`config.mk`:
```
export PLATFORM = sky130hd
export DESIGN_NAME = pc_sequencer
export DESIGN_NICKNAME = d
export VERILOG_FILES = /design/src/rtl/pc_sequencer.sv
export SDC_FILE = /design/constraint.sdc
export NUM_CORES = 1
export LEC_CHECK = 0
export ABC_AREA = 1
export BUFFER_PORTS_ARGS = -buffer_cell sky130_fd_sc_hd__buf_2
export CAP_MARGIN = 20
export CORE_MARGIN = 2
export CORE_UTILIZATION = 58
export CTS_CLUSTER_SIZE = 10
export DETAILED_ROUTE_END_ITERATION = 16
export PLACE_DENSITY = 0.85
export SLEW_MARGIN = 10
export SYNTH_ARGS = -nofsm -noshare
export SYNTH_HDL_FRONTEND = slang
export SYNTH_SLANG_ARGS = --single-unit
```
`constraint.sdc`:
```
create_clock -name clk -period 4.5 [get_ports clk]
set_input_delay 0 -clock clk [delete_from_list [all_inputs] [get_ports clk]]
set_output_delay 0 -clock clk [all_outputs]
set_load 0.02 [all_outputs]
```
`src/rtl/pc_sequencer.sv`:
```
// pc_sequencer: fetch-stage controller choosing sequential fetch, stall, redirect or interrupt
// vectoring each cycle, with a return-address stack for calls and interrupts.
module pc_sequencer #(
   parameter int                 ADDR_W     = 11,
   parameter int                 RAS_DEPTH  = 4,
   parameter logic [ADDR_W-1:0]  IRQ_VECTOR = 11'h7F0,
   localparam int                IW         = $clog2(RAS_DEPTH),
   localparam int                CW         = IW + 1
) (
   input  logic              clk,
   input  logic              rst_n,
   input  logic [ADDR_W-1:0] pc_current,
   input  logic              stall_req,
   input  logic              br_taken,
   input  logic [ADDR_W-1:0] br_target,
   input  logic              call_req,
   input  logic [ADDR_W-1:0] call_target,
   input  logic [ADDR_W-1:0] call_link,
   input  logic              ret_req,
   input  logic              reti_req,
   input  logic              irq_req,
   input  logic              irq_en,
   input  logic              halt_req,
   output logic              pc_inc,
   output logic              pc_branch_en,
   output logic [ADDR_W-1:0] pc_branch_addr,
   output logic              flush,
   output logic              irq_ack,
   output logic              in_isr,
   output logic [CW-1:0]     ras_count,
   output logic              ras_overflow,
   output logic              ras_underflow,
   output logic [1:0]        state
);
   typedef enum logic [1:0] {BOOT = 2'd0, RUN = 2'd1, HALT = 2'd2} state_t;
   localparam logic [CW-1:0] FULL = CW'(RAS_DEPTH);
   state_t            state_q, state_d;
   logic [ADDR_W-1:0] ras_q [RAS_DEPTH];
   logic [ADDR_W-1:0] ras_d [RAS_DEPTH];
   logic [CW-1:0]     cnt_q, cnt_d;
   logic              in_isr_q, in_isr_d, ovf_q, ovf_d, unf_q, unf_d;
   logic              push, pop, take_irq;
   logic [ADDR_W-1:0] push_val, ras_top;
   logic              empty, full;
   assign empty   = cnt_q == '0;
   assign full    = cnt_q == FULL;
   assign ras_top = ras_q[cnt_q[IW-1:0] - IW'(1)];
   always_comb begin
      state_d        = state_q;
      cnt_d          = cnt_q;
      ras_d          = ras_q;
      in_isr_d       = in_isr_q;
      ovf_d          = ovf_q;
      unf_d          = unf_q;
      pc_inc         = 1'b0;
      pc_branch_en   = 1'b0;
      pc_branch_addr = '0;
      flush          = 1'b0;
      irq_ack        = 1'b0;
      push           = 1'b0;
      push_val       = '0;
      pop            = 1'b0;
      take_irq       = 1'b0;
      case (state_q)
         RUN: begin
            if (reti_req || ret_req) begin
               pop = 1'b1;
               if (reti_req) in_isr_d = 1'b0;
            end else if (call_req) begin
               push           = 1'b1;
               push_val       = call_link;
               pc_branch_en   = 1'b1;
               pc_branch_addr = call_target;
               flush          = 1'b1;
            end else if (br_taken) begin
               pc_branch_en   = 1'b1;
               pc_branch_addr = br_target;
               flush          = 1'b1;
            end else if (irq_req && irq_en && !in_isr_q && !stall_req) take_irq = 1'b1;
            else if (halt_req) state_d = HALT;
            else pc_inc = !stall_req;
         end
         HALT: begin
            take_irq = irq_req && irq_en;
            state_d  = take_irq ? RUN : HALT;
         end
         default: state_d = RUN;
      endcase
      if (take_irq) begin
         push           = 1'b1;
         push_val       = pc_current;
         pc_branch_en   = 1'b1;
         pc_branch_addr = IRQ_VECTOR;
         flush          = 1'b1;
         irq_ack        = 1'b1;
         in_isr_d       = 1'b1;
      end
      // An empty pop degrades to a plain sequential fetch.
      if (pop) begin
         if (empty) begin
            pc_inc = 1'b1;
            unf_d  = 1'b1;
         end else begin
            pc_branch_en   = 1'b1;
            pc_branch_addr = ras_top;
            flush          = 1'b1;
            cnt_d          = cnt_q - CW'(1);
         end
      end
      if (push) begin
         if (full) ovf_d = 1'b1;
         else begin
            ras_d[cnt_q[IW-1:0]] = push_val;
            cnt_d                = cnt_q + CW'(1);
         end
      end
   end
   always_ff @(posedge clk or negedge rst_n) begin
      if (!rst_n) begin
         state_q  <= BOOT;
         ras_q    <= '{default: '0};
         cnt_q    <= '0;
         in_isr_q <= 1'b0;
         ovf_q    <= 1'b0;
         unf_q    <= 1'b0;
      end else begin
         state_q  <= state_d;
         ras_q    <= ras_d;
         cnt_q    <= cnt_d;
         in_isr_q <= in_isr_d;
         ovf_q    <= ovf_d;
         unf_q    <= unf_d;
      end
   end
   assign in_isr        = in_isr_q;
   assign ras_count     = cnt_q;
   assign ras_overflow  = ovf_q;
   assign ras_underflow = unf_q;
   assign state         = state_q;
endmodule

```
==> impl_metrics.toml <==
[status]
status = "complete, no violations"

[critical_path]
slowest_delay_ps = 700
critPathMaxFanout = 30
cp_cell_sequence = "inv_1, ha_1, nand2_2, nor2_1, nand2_1, nand2_2, nand2_2, a21oi_4, buf_4, nand3_1, nand2_1"
crit_arrival_ps = 3280
slowest_stage = "a21oi_4"
cp_data_required_time_ps = 4740
worstSetupStartpointType = "flop"
end_kind = "flop"
crit_top_cell = "nand2_2"
critPathKind = "reg -> reg"

[clock_tree]
clock_latency_ps = 300
ctsLongestPathBuffers = 2
clock-root-buffer = "clkbuf_8"
cts.sinks = 52
postCtsSetupBuffers = 0
cts.clk_slew.worst_paths_ps = 90
cts_tree = "built"
cts_buffers = 5
cts_resized = 0
cts_max_level = 2
cts_hold_buf = 1

[detailed_routing]
wl_um = 8560
drt_iter0_markers = 322
vias = 3352
viasPerCell = 5.53
drc_errors = 0
ant_nets = 0
avgRoutedWirePerCell_um = 14.1
drt-pass1-iter-count = 6

[final_layout]
nNetsFinal = 596
drive_gt1_frac = 0.170
n_antenna_cell = 0
nFillCells = 494
final_common_cell = "nand2_1"
final_cell_mix = "nand2_1, nand3_1, buf_2, dfrtp_1, nor2_1"
area_delta_synth_final_pct = 13.5
finish.utilization = 0.675

[synthesis]
synth_seq_cells = 52
ys.warnings.count = 0
synthDistinctLibCells = 25
avgSynthCellArea_sq_um = 6.85
syn_nets = 538
syn-cell-area_sq_mm = 0.00325
synthCells = 475
ys_seq_area_frac = 0.400

[grt]
grt_max_degree = 53
grt-ovfl-total = 0
grt_pass1_vias = 3021
grt.busiest_layer = "met2"
use_met3 = 0.0432
met2_usage = 0.471
grt_pass1_wl_um = 13800
met1_usage = 0.385
grt_use_total = 0.282
antenna_found_initial = 0

[power_and_ir_drop]
report.power.total_w = 0.00200
swShare = 0.492
irDropWorstVdd_v = 0.000303
power_density_mw_per_mm2 = 542
combPwrFrac = 0.555
power_frac_clock = 0.136
p_int_w = 0.00102
p_switching_w = 0.000984
p_leak_nw = 2.10
power_frac_seq = 0.309

[timing]
min_period_over_period = 0.675
post-route-min-period_ps = 3040
final.setup.tns_ps = 0
finalMaxSlewViolations = 0
skew_ps = 5.09
rsz0062_at_grt = "false"
hold_viol_final = 0
slew-limit-headroom = 0.532
tightest_slew_ps = 700
setup_viol = 0
max_freq_ghz = 0.329

[place]
dp_hpwl_um = 6100
gp_congestion = 0.868
io_buffers = 76

[die]
io_pins = 77
die_x_um = 78.9
core_area_sq_mm = 0.00547
fp.dieArea_sq_mm = 0.00623
rows = 27
fp.dieH_um = 78.9
start_util = 0.595

[min_path]
min-delay-path-class = "in -> reg"

[job]
drv_cap = 0
## metal layers
layer / vias to the layer above / part of all wire / wire [um]
met5: - / 0 / 0
met4: 0 / 0.015 / 129
met3: 17 / 0.10 / 862
met2: 189 / 0.45 / 3850
met1: 1497 / 0.43 / 3720
li1: 1649 / - / -
## Yosys cell counts
library cell,number,area [sq um]
nor2_4,1,11.3
a21oi_1,10,50.1
a21oi_4,1,16.3
buf_1,2,7.51
buf_6,4,45.0
nor3_1,7,35.0
o211ai_1,1,7.51
dfrtp_1,52,1300
nand3_1,80,400
o21ai_0,22,110
nor2_1,38,143
a31oi_1,9,56.3
nor2_2,1,6.26
nand2_2,3,18.8
ha_1,9,113
clkbuf_1,10,37.5
a211oi_1,1,7.51
nand2_1,174,653
a21o_1,1,7.51
buf_2,12,60.1
xor2_1,1,8.76
o22ai_1,6,37.5
inv_1,28,105
buf_4,1,7.51
xnor2_1,1,8.76
## power groups by stage
stage / registers (W) / logic (W) / clock network (W)
floorplan: 0.000649 / 0.000764 / 0
global placement: 0.000622 / 0.00107 / 0
detailed placement: 0.000626 / 0.00109 / 0
CTS: 0.000617 / 0.00109 / 0.000275
global route: 0.000630 / 0.00121 / 0.000291
finish: 0.000618 / 0.00111 / 0.000273
## path summary, 6_finish.rpt
check	start	slack (ps)	depth (start not counted)	endpoint
setup / recovery	state[1]	1460	11	ras_q[13]
hold / removal	reti_req	1	4	in_isr
setup reg to reg	state[1]	1460	11	ras_q[13]
hold reg to reg	ras_underflow	470	2	ras_underflow
max in group asynchronous	rst_n	3810	2	ras_q[18]
min in group asynchronous	rst_n	260	2	ras_q[3]
## sequential cells by signal, indices dropped and copies added, names as in the netlist
signal	flops
ras_overflow	1
ras_underflow	1
ras_q	44
in_isr	1
state	2
ras_count	3
## per-stage QoR
stage / instances / hold WS [ps] / cell area [sq um] / setup WS (ps)
after floorplan: 475 / -296 / 3250 / 1850
after global placement: 597 / 268 / 3590 / 1720
after detailed placement: 597 / 272 / 3590 / 1550
after CTS: 606 / 4.21 / 3690 / 1540
after global routing: 606 / 36.5 / 3690 / 1270
final: 606 / 1.43 / 3690 / 1460
## kinds of logic after synthesis
logic type                 count (synthesis)  synth area share
buffers and inverters                     57            0.0807
adders and majority gates                  9            0.0346
AOI/OAI and AO/OA                         51            0.0900
and+or+nand+nor                          304             0.389
xor gates and xnor gates                   2           0.00538
DFF                                       52             0.400
## critical path, delay by kind of cell, from the launching register on
family                     cells  cell delay [ps]
and+or+nand+nor                7             1120
AOI/OAI and AO/OA              1              700
DFF                            1              420
buffers and inverters          2              410
adders and majority gates      1              320
## area by class of cell
| cell class | count | area (sq um) | share of cell area |
|---|---|---|---|
| Clock buffer | 8 | 90.1 | 0.0244 |
| Timing Repair Buffer | 80 | 415 | 0.113 |
| Tap cell | 72 | 90.1 | 0.0244 |
| Multi-Input combinational cell | 366 | 1690 | 0.458 |
| Sequential cell | 52 | 1300 | 0.352 |
| Inverter | 28 | 105 | 0.0285 |
(Power assumes the default switching activity.)
